===== config.mk =====
export PLATFORM = sky130hd
export DESIGN_NAME = rob_inorder_buffer
export DESIGN_NICKNAME = d
export VERILOG_FILES = /design/src/rtl/rob_inorder_buffer.sv
export SDC_FILE = /design/constraint.sdc
export NUM_CORES = 1
export LEC_CHECK = 0
export CAP_MARGIN = 20
export CELL_PAD_IN_SITES_DETAIL_PLACEMENT = 2
export CELL_PAD_IN_SITES_GLOBAL_PLACEMENT = 2
export CORE_UTILIZATION = 47
export DETAILED_ROUTE_END_ITERATION = 7
export GPL_ROUTABILITY_DRIVEN = 0
export PLACE_DENSITY = 0.85
export SLEW_MARGIN = 20
export SYNTH_ARGS = -nofsm -noshare
export SYNTH_HDL_FRONTEND = slang
export SYNTH_SLANG_ARGS = --single-unit
export TNS_END_PERCENT = 100

===== constraint.sdc =====
create_clock -name clk -period 7.4 [get_ports clk]
set_clock_uncertainty 0.1 [all_clocks]
set_input_delay 1.11 -clock clk [delete_from_list [all_inputs] [get_ports clk]]
set_output_delay 1.11 -clock clk [all_outputs]
set_load 0.05 [all_outputs]

===== src/rtl/rob_inorder_buffer.sv =====
// In-order-allocate, out-of-order-complete, in-order-retire reorder buffer.
// Full/empty are tracked by an occupancy counter so head==tail is never ambiguous.
module rob_inorder_buffer #(
  parameter int DATA_W = 8,
  parameter int DEPTH  = 16,
  parameter int TAG_W  = $clog2(DEPTH)
) (
  input  logic              clk,
  input  logic              rst,
  input  logic              alloc_req_i,
  output logic              alloc_gnt_o,
  output logic [TAG_W-1:0]  alloc_tag_o,
  input  logic              wr_vld_i,
  input  logic [TAG_W-1:0]  wr_tag_i,
  input  logic [DATA_W-1:0] wr_data_i,
  output logic              out_valid_o,
  input  logic              out_ready_i,
  output logic [DATA_W-1:0] out_data_o,
  output logic [TAG_W-1:0]  out_tag_o,
  output logic [TAG_W:0]    count_o,
  output logic              full_o,
  output logic              empty_o,
  output logic              err_wr_o
);

  localparam logic [TAG_W:0] DEPTH_C = (TAG_W+1)'(DEPTH);

  logic [TAG_W-1:0]  head_q, head_d, tail_q, tail_d;
  logic [TAG_W:0]    count_q, count_d;
  logic [DEPTH-1:0]  alloc_q, alloc_d, vld_q, vld_d;
  logic [DATA_W-1:0] data_q [DEPTH];
  logic              err_q;
  logic              full, gnt, wr_ok, retire;

  assign full        = (count_q == DEPTH_C);
  // A full buffer refuses allocation even if the head retires this cycle.
  assign gnt         = alloc_req_i & ~full;
  assign wr_ok       = wr_vld_i & alloc_q[wr_tag_i] & ~vld_q[wr_tag_i];
  assign out_valid_o = alloc_q[head_q] & vld_q[head_q];
  assign retire      = out_valid_o & out_ready_i;

  assign alloc_gnt_o = gnt;
  assign alloc_tag_o = tail_q;
  assign out_data_o  = data_q[head_q];
  assign out_tag_o   = head_q;
  assign count_o     = count_q;
  assign full_o      = full;
  assign empty_o     = (count_q == '0);
  assign err_wr_o    = err_q;

  always_comb begin
    alloc_d = alloc_q;
    vld_d   = vld_q;
    head_d  = head_q;
    tail_d  = tail_q;
    count_d = count_q;
    if (wr_ok) vld_d[wr_tag_i] = 1'b1;
    if (retire) begin
      alloc_d[head_q] = 1'b0;
      vld_d[head_q]   = 1'b0;
      head_d          = head_q + 1'b1;
    end
    // Grant slot never equals the retiring head: that needs count==DEPTH, where gnt is 0.
    if (gnt) begin
      alloc_d[tail_q] = 1'b1;
      vld_d[tail_q]   = 1'b0;
      tail_d          = tail_q + 1'b1;
    end
    case ({gnt, retire})
      2'b10:   count_d = count_q + 1'b1;
      2'b01:   count_d = count_q - 1'b1;
      default: count_d = count_q;
    endcase
  end

  always_ff @(posedge clk) begin
    if (rst) begin
      head_q  <= '0;
      tail_q  <= '0;
      count_q <= '0;
      alloc_q <= '0;
      vld_q   <= '0;
      err_q   <= 1'b0;
    end else begin
      head_q  <= head_d;
      tail_q  <= tail_d;
      count_q <= count_d;
      alloc_q <= alloc_d;
      vld_q   <= vld_d;
      err_q   <= wr_vld_i & ~wr_ok;
    end
  end

  always_ff @(posedge clk) begin
    if (!rst && wr_ok) data_q[wr_tag_i] <= wr_data_i;
  end

endmodule


# Word-level counts from Yosys, hierarchy flattened
# Memories as Yosys holds them, arrays and structs flattened. A register that Yosys moved wholly into a read port is not among the register bits.
# Cells that the tools add are included.
[totals]
ff_bits = 46
ramBits = 128
inputBits = 17
output_inout_bits = 26
elab_cells = 67
mem_count = 1
[classes]
addsub = 4
order_cmp = 6
eq_ne = 3
n_mux = 24
n_bitwise = 16
n_reduce_logical = 7
[memory_table]
columns = ["memory", "depth", "word_bits", "rd", "rd_clocked_by_memory_dff", "wr", "line", "text"]
rows = [
  ["data_q", 16, 8, 1, 1, 1, "31", "logic [DATA_W-1:0] data_q [DEPTH];"],
]
[op_table]
columns = ["cell", "count"]
rows = [
  ["16-bit two-way mux", 5],
  ["16-bit AND", 3],
  ["16-bit inverter", 2],
  ["16-bit OR", 2],
  ["1-bit binary-select mux with 4-bit select", 4],
  ["4-bit by 5-bit < comparator with 1-bit output (second input constant)", 3],
  ["1-bit demux with 4-bit select", 3],
  ["4-bit by 1-bit greater-or-equal comparator with 1-bit output (second input constant)", 3],
  ["5-bit one-hot mux with 2 select lines", 1],
  ["1-bit two-way mux", 9],
  ["4-bit by 1-bit adder with 4-bit output (second input constant)", 2],
  ["4-bit two-way mux", 2],
  ["1-bit AND", 6],
  ["5-bit by 1-bit adder with 5-bit output (second input constant)", 1],
  ["5-bit == test (second input constant)", 1],
  ["5-bit logical NOT", 1],
  ["5-bit by 1-bit subtractor with 5-bit output (second input constant)", 1],
  ["1-bit logical AND", 4],
  ["1-bit inverter", 3],
  ["2-bit by 1-bit == test with 1-bit output (second input constant)", 1],
  ["2-bit == test (second input constant)", 1],
  ["2-bit nonzero test", 1],
  ["1-bit logical NOT", 1],
]

# Longest topological paths before layout
[depth]
word_depth = 10
ltp_mapped = 14
ltp_nobuf = 12

# Worst setup path before layout
# No wires, ideal clock.
[synth_timing]
kind = "reg-to-reg"
from = "register head_q[1] (netlist: out_tag_o[1])"
to = "register count_q[4] (netlist: count_o[4])"
setup_ns = 0.128
arrival_time_ns = 3.438
required_time_ns = 7.172
setup_slack_ns = 3.735
stages_incl_launch_ff = 14
n_path_buf = 2
period_less_slack_ns = 3.665
path_cell_list = "dfxtp_1 -> buf_4 -> mux4_2 -> o22a_1 -> a21boi_2 -> ha_1 -> clkbuf_1 -> xor2_1 -> ha_1 -> a21boi_0 -> o211ai_1 -> a311oi_1 -> xor2_1 -> nor2_1"
[synth_via]
elab_chain_cells = 6
word_cells_on_any_way = 10
cone_classes = "eq/ne: 2; mux: 5; bitwise: 2; reduce/logical: 1"
[synth_rtl]
columns = ["element", "line", "text"]
rows = [
  ["start, declared", "28", "logic [TAG_W-1:0] head_q, head_d, tail_q, tail_d;"],
  ["start signal, assigned", "78", "head_q <= '0;"],
  ["start signal, assigned", "85", "head_q <= head_d;"],
  ["1-bit binary-select mux with 4-bit select", "39", "assign out_valid_o = alloc_q[head_q] & vld_q[head_q];"],
  ["1-bit two-way mux (not written as such)", "39", ""],
  ["1-bit AND (*)", "39", ""],
  ["1-bit AND (*)", "40", "assign retire = out_valid_o & out_ready_i;"],
  ["2-bit by 1-bit == test with 1-bit output or 2-bit == test (tied branches)", "69", "case ({gnt, retire})"],
  ["5-bit one-hot mux with 2 select lines or 2-bit nonzero test (tied branches)", "--", ""],
  ["end signal, assigned", "87", "count_q <= count_d;"],
  ["end, declared", "29", "logic [TAG_W:0] count_q, count_d;"],
]
# Mark *: on every way between the ends. The rest lies on a longest branch, timed or not. The select of a mux whose other input is x is not followed.
# A chain may end at the register's enable or synchronous reset.

# Worst setup path in the final report
[layout_timing]
from = "input port wr_tag_i[0]"
to = "memory data_q[2][7] (enable)"
[layout_via]
elab_chain_cells = 7
word_cells_on_any_way = 10
cone_classes = "mux: 6; bitwise: 3; reduce/logical: 1"
[layout_rtl]
columns = ["element", "line", "text"]
rows = [
  ["start, declared", "14", "input logic [TAG_W-1:0] wr_tag_i,"],
  ["1-bit binary-select mux with 4-bit select", "38", "assign wr_ok = wr_vld_i & alloc_q[wr_tag_i] & ~vld_q[wr_tag_i];"],
  ["1-bit two-way mux (not written as such)", "38", ""],
  ["1-bit AND or 1-bit inverter (tied branches)", "38", ""],
  ["1-bit AND", "38", ""],
  ["1-bit logical AND", "95", "if (!rst && wr_ok) data_q[wr_tag_i] <= wr_data_i;"],
  ["1-bit two-way mux", "95", ""],
  ["1-bit two-way mux (not written as such)", "95", ""],
  ["end, declared", "31", ""],
]
# Several ways; a longest one is shown, not always the timed one. The select of a mux whose other input is x is not followed.

==> summary.md <==
| Metric | Value |
|---|---|
| Clock period minus worst slack | roughly 4.5 ns |
| Synthesized net count | between 500 and 600 |
| Met2 usage | 0.515 |
| Initial Utilization | 0.487 |
| Avg Cell Area, Syn | ~15 um^2 |
| Global-route usage over all layers | 0.294 |
| Post-CTS setup buffers | 0 |
| First-pass GRT wire length | ~36000 um |
| Initial antenna violation count | 0 |
| Seq/Total Area, Yosys | 0.618 |
| Crit-path max FO | 20 |
| Pin count of the biggest net entering global routing | between 50 and 60 |
| WL per Instance | a little over 30 um |
| Die width | about 130 um |
| CP max-delay cell | clkdlybuf4s50_1 |
| Yosys cell types | 63 |
| Power density cells | about 220 nW/um^2 |
| Mapped Cells | 518 |
| Core Footprint | roughly 16000 um^2 |
| Overflow after GRT | 0 |
| Cts repair resizes | 0 |
| Routed vias | 4964 |
| Endpoints failing setup | 0 |
| Layout cells sized above 1 | 0.182 |
| Worst EP arrival | around 4.5 ns |
| #FFs+latches synth | 178 |
| First-pass iteration count of the detailed router | 5 |
| Crit. End Element | flop |
| Hold WC Path Type | flop to flop |
| Vias in the first global route | about 5400 |
| Clock slew at reported path FFs | 0.06 ns |
| Die footprint | ~17000 um^2 |
| Fin crit share | 0.613 |
| Synthesis Warnings | 0 |
| CTS max path bufs | 2 |
| First DRT Iteration DRCs | ~360 |
| Count of final max-slew check failures | 0 |
| DRC viols | 0 |
| Ys flop type | edfxtp_1 |
| CTS Sinks | 178 |
| Grt peak-use layer | met2 |
| Setup TNS | 0 ns |
| Status | finished clean |
| Max frequency | ~0.22 GHz |
| CTS tree | built |
| Area grow syn2layout | 14.6% |
| Core Rows | between 40 and 50 |
| Hold_buf cts | 0 |
| Measured slew at the worst slew-check pin | 1.07 ns |
| Die Ht | roughly 130 um |
| GRT met1 Usage | 0.352 |
| Crit path cell chain | clkdlybuf4s50_1, mux4_2, or2_4, a21oi_1, nand3_1, nor2_1 |
| Cts bufs inserted | 17 |
| Req. time, crit path | 7.36 ns |
| Final HPWL DP | between 15000 and 20000 um |
| Clk_lat worst skew | 0.43 ns |
| Met3 usage | 0.0583 |
| I/O Pins | 43 |
| WL final | about 24000 um |
| Rel. slew slack | 0.288 |
| Async SR Flop Fraction | 0 |
| PortBufs | 42 |
| Number of synthesized flops with an enable pin | 128 |
| Most frequent cells in the layout | edfxtp_1, mux4_2, dfxtp_1, clkdlybuf4s50_1, nand2_1 |
| Peak supply drop | ~0.00016 V |
| Commonest non-fill, non-tap cell in the layout | edfxtp_1 |
| Antenna diodes | 0 |
| Critical path type | input port to flop |
| WHS | just over 0.4 ns |
| Post-Layout Cell Count | slightly below 800 |
| Setup repair after global routing missed its margin | no |
| Via density | between 6 and 7 |
| Leakage | ~2.8 nW |
| CP Launch Type | input port |
| H-tree Lvls | 4 |
| Critical Path Max Stage Delay | between 1 and 1.5 ns |
| Fin. Hold Viols | 0 |
| # nets final | 581 |
| Mapped cell area | about 8000 um^2 |
| Final core utilization | 0.558 |
| Placed Instances | 749 |
| Number of max-cap violations | 0 |
| Clk root buf | clkbuf_16 |
| Power Total | between 2 and 2.5 mW |
| Post-DRT Antenna Nets | 0 |
## per-layer routing
metal	up-vias	routed length [um]	share of wire
met1	2616	9390	0.39
met2	183	12500	0.52
met5	-	0	0
met3	55	1100	0.046
met4	0	866	0.036
li1	2110	-	-
## layout make-up
cell class	instances	area (um^2)
Multi-Input combinational cell	302	2860
Timing Repair Buffer	47	453
Clock inverter	9	57.6
Sequential cell	178	4850
Fill cell	1456	7120
Clock buffer	23	478
Tap cell	216	270
Inverter	6	22.5
## path summary, 6_finish.rpt
check,end,from,slack (ns),cells past startpoint
worst min-delay path,alloc_q[6],alloc_q[6],0.41,2
worst max-delay path,data_q[2][7],wr_tag_i[0],2.86,6
worst max register to register,count_o[4],out_tag_o[1],3.12,12
worst min register to register,alloc_q[6],alloc_q[6],0.41,2
## power by group
| group | leakage (nW) | internal, mW | switching (mW) | total [mW] |
|---|---|---|---|---|
| Combinational | 0.966 | 0.0303 | 0.0668 | 0.0971 |
| Sequential | 1.55 | 1.07 | 0.00626 | 1.08 |
| Clock | 0.255 | 0.455 | 0.385 | 0.840 |
## cells in the mapped netlist (2+ instances only)
| library cell | number | share of area |
|---|---|---|
| a2111oi_0 | 9 | 0.010 |
| a2111oi_1 | 2 | 0.0026 |
| a2111oi_2 | 2 | 0.0038 |
| a21boi_0 | 2 | 0.0019 |
| a21oi_1 | 26 | 0.017 |
| a22o_1 | 3 | 0.0033 |
| a31oi_1 | 9 | 0.0072 |
| and2_1 | 5 | 0.0040 |
| and2b_1 | 2 | 0.0019 |
| and3b_1 | 5 | 0.0056 |
| buf_1 | 3 | 0.0014 |
| buf_2 | 10 | 0.0064 |
| clkbuf_1 | 17 | 0.0081 |
| dfxtp_1 | 50 | 0.13 |
| edfxtp_1 | 128 | 0.49 |
| ha_1 | 12 | 0.019 |
| inv_1 | 5 | 0.0024 |
| mux2_2 | 3 | 0.0043 |
| mux2i_1 | 4 | 0.0051 |
| mux4_1 | 2 | 0.0067 |
| mux4_2 | 50 | 0.14 |
| nand2_1 | 32 | 0.015 |
| nand2b_1 | 15 | 0.012 |
| nand3_1 | 5 | 0.0032 |
| nand3b_1 | 5 | 0.0048 |
| nand4_1 | 2 | 0.0016 |
| nor2_1 | 31 | 0.015 |
| nor2b_1 | 9 | 0.0072 |
| nor3_1 | 8 | 0.0051 |
| nor3b_1 | 6 | 0.0057 |
| o211ai_1 | 2 | 0.0019 |
| o21ai_0 | 6 | 0.0038 |
| o22ai_1 | 5 | 0.0040 |
| o2bb2ai_1 | 4 | 0.0045 |
| o31ai_1 | 4 | 0.0038 |
| or3_1 | 3 | 0.0024 |
| xnor2_1 | 2 | 0.0022 |
| xor2_1 | 5 | 0.0056 |
## metrics by stage
stage	setup WS (ns)	instance area, um^2
after floorplan	3.73	7850
after global placement	2.44	8430
after detailed placement	2.23	8430
after CTS	2.63	8970
after global routing	2.71	8990
final	2.86	8990
## critical path: cells and delay by family
kind / cells / cell delay, ns
mux: 1 / 0.62
compound gates: 1 / 0.32
buf+inv: 1 / 1.17
simple gates: 3 / 1.26
## sequential cells by signal, summed over array words and instances, names as in the netlist, named ones only
signal       flops
err_wr_o         1
count_o          5
alloc_tag_o      4
alloc_q         16
out_tag_o        4
vld_q           16
data_q         128
## cells by family after synthesis
kind of cell | after synthesis | synth area share
multiplexers | 59 | 0.160
AND/OR/NAND/NOR | 141 | 0.101
XOR/XNOR | 7 | 0.00782
buffers and inverters | 38 | 0.0212
flip-flops | 178 | 0.618
adder cells (fa/ha/maj) | 12 | 0.0191
AO/OA/AOI/OAI | 83 | 0.0737
Power figures use the tool's default switching activity.
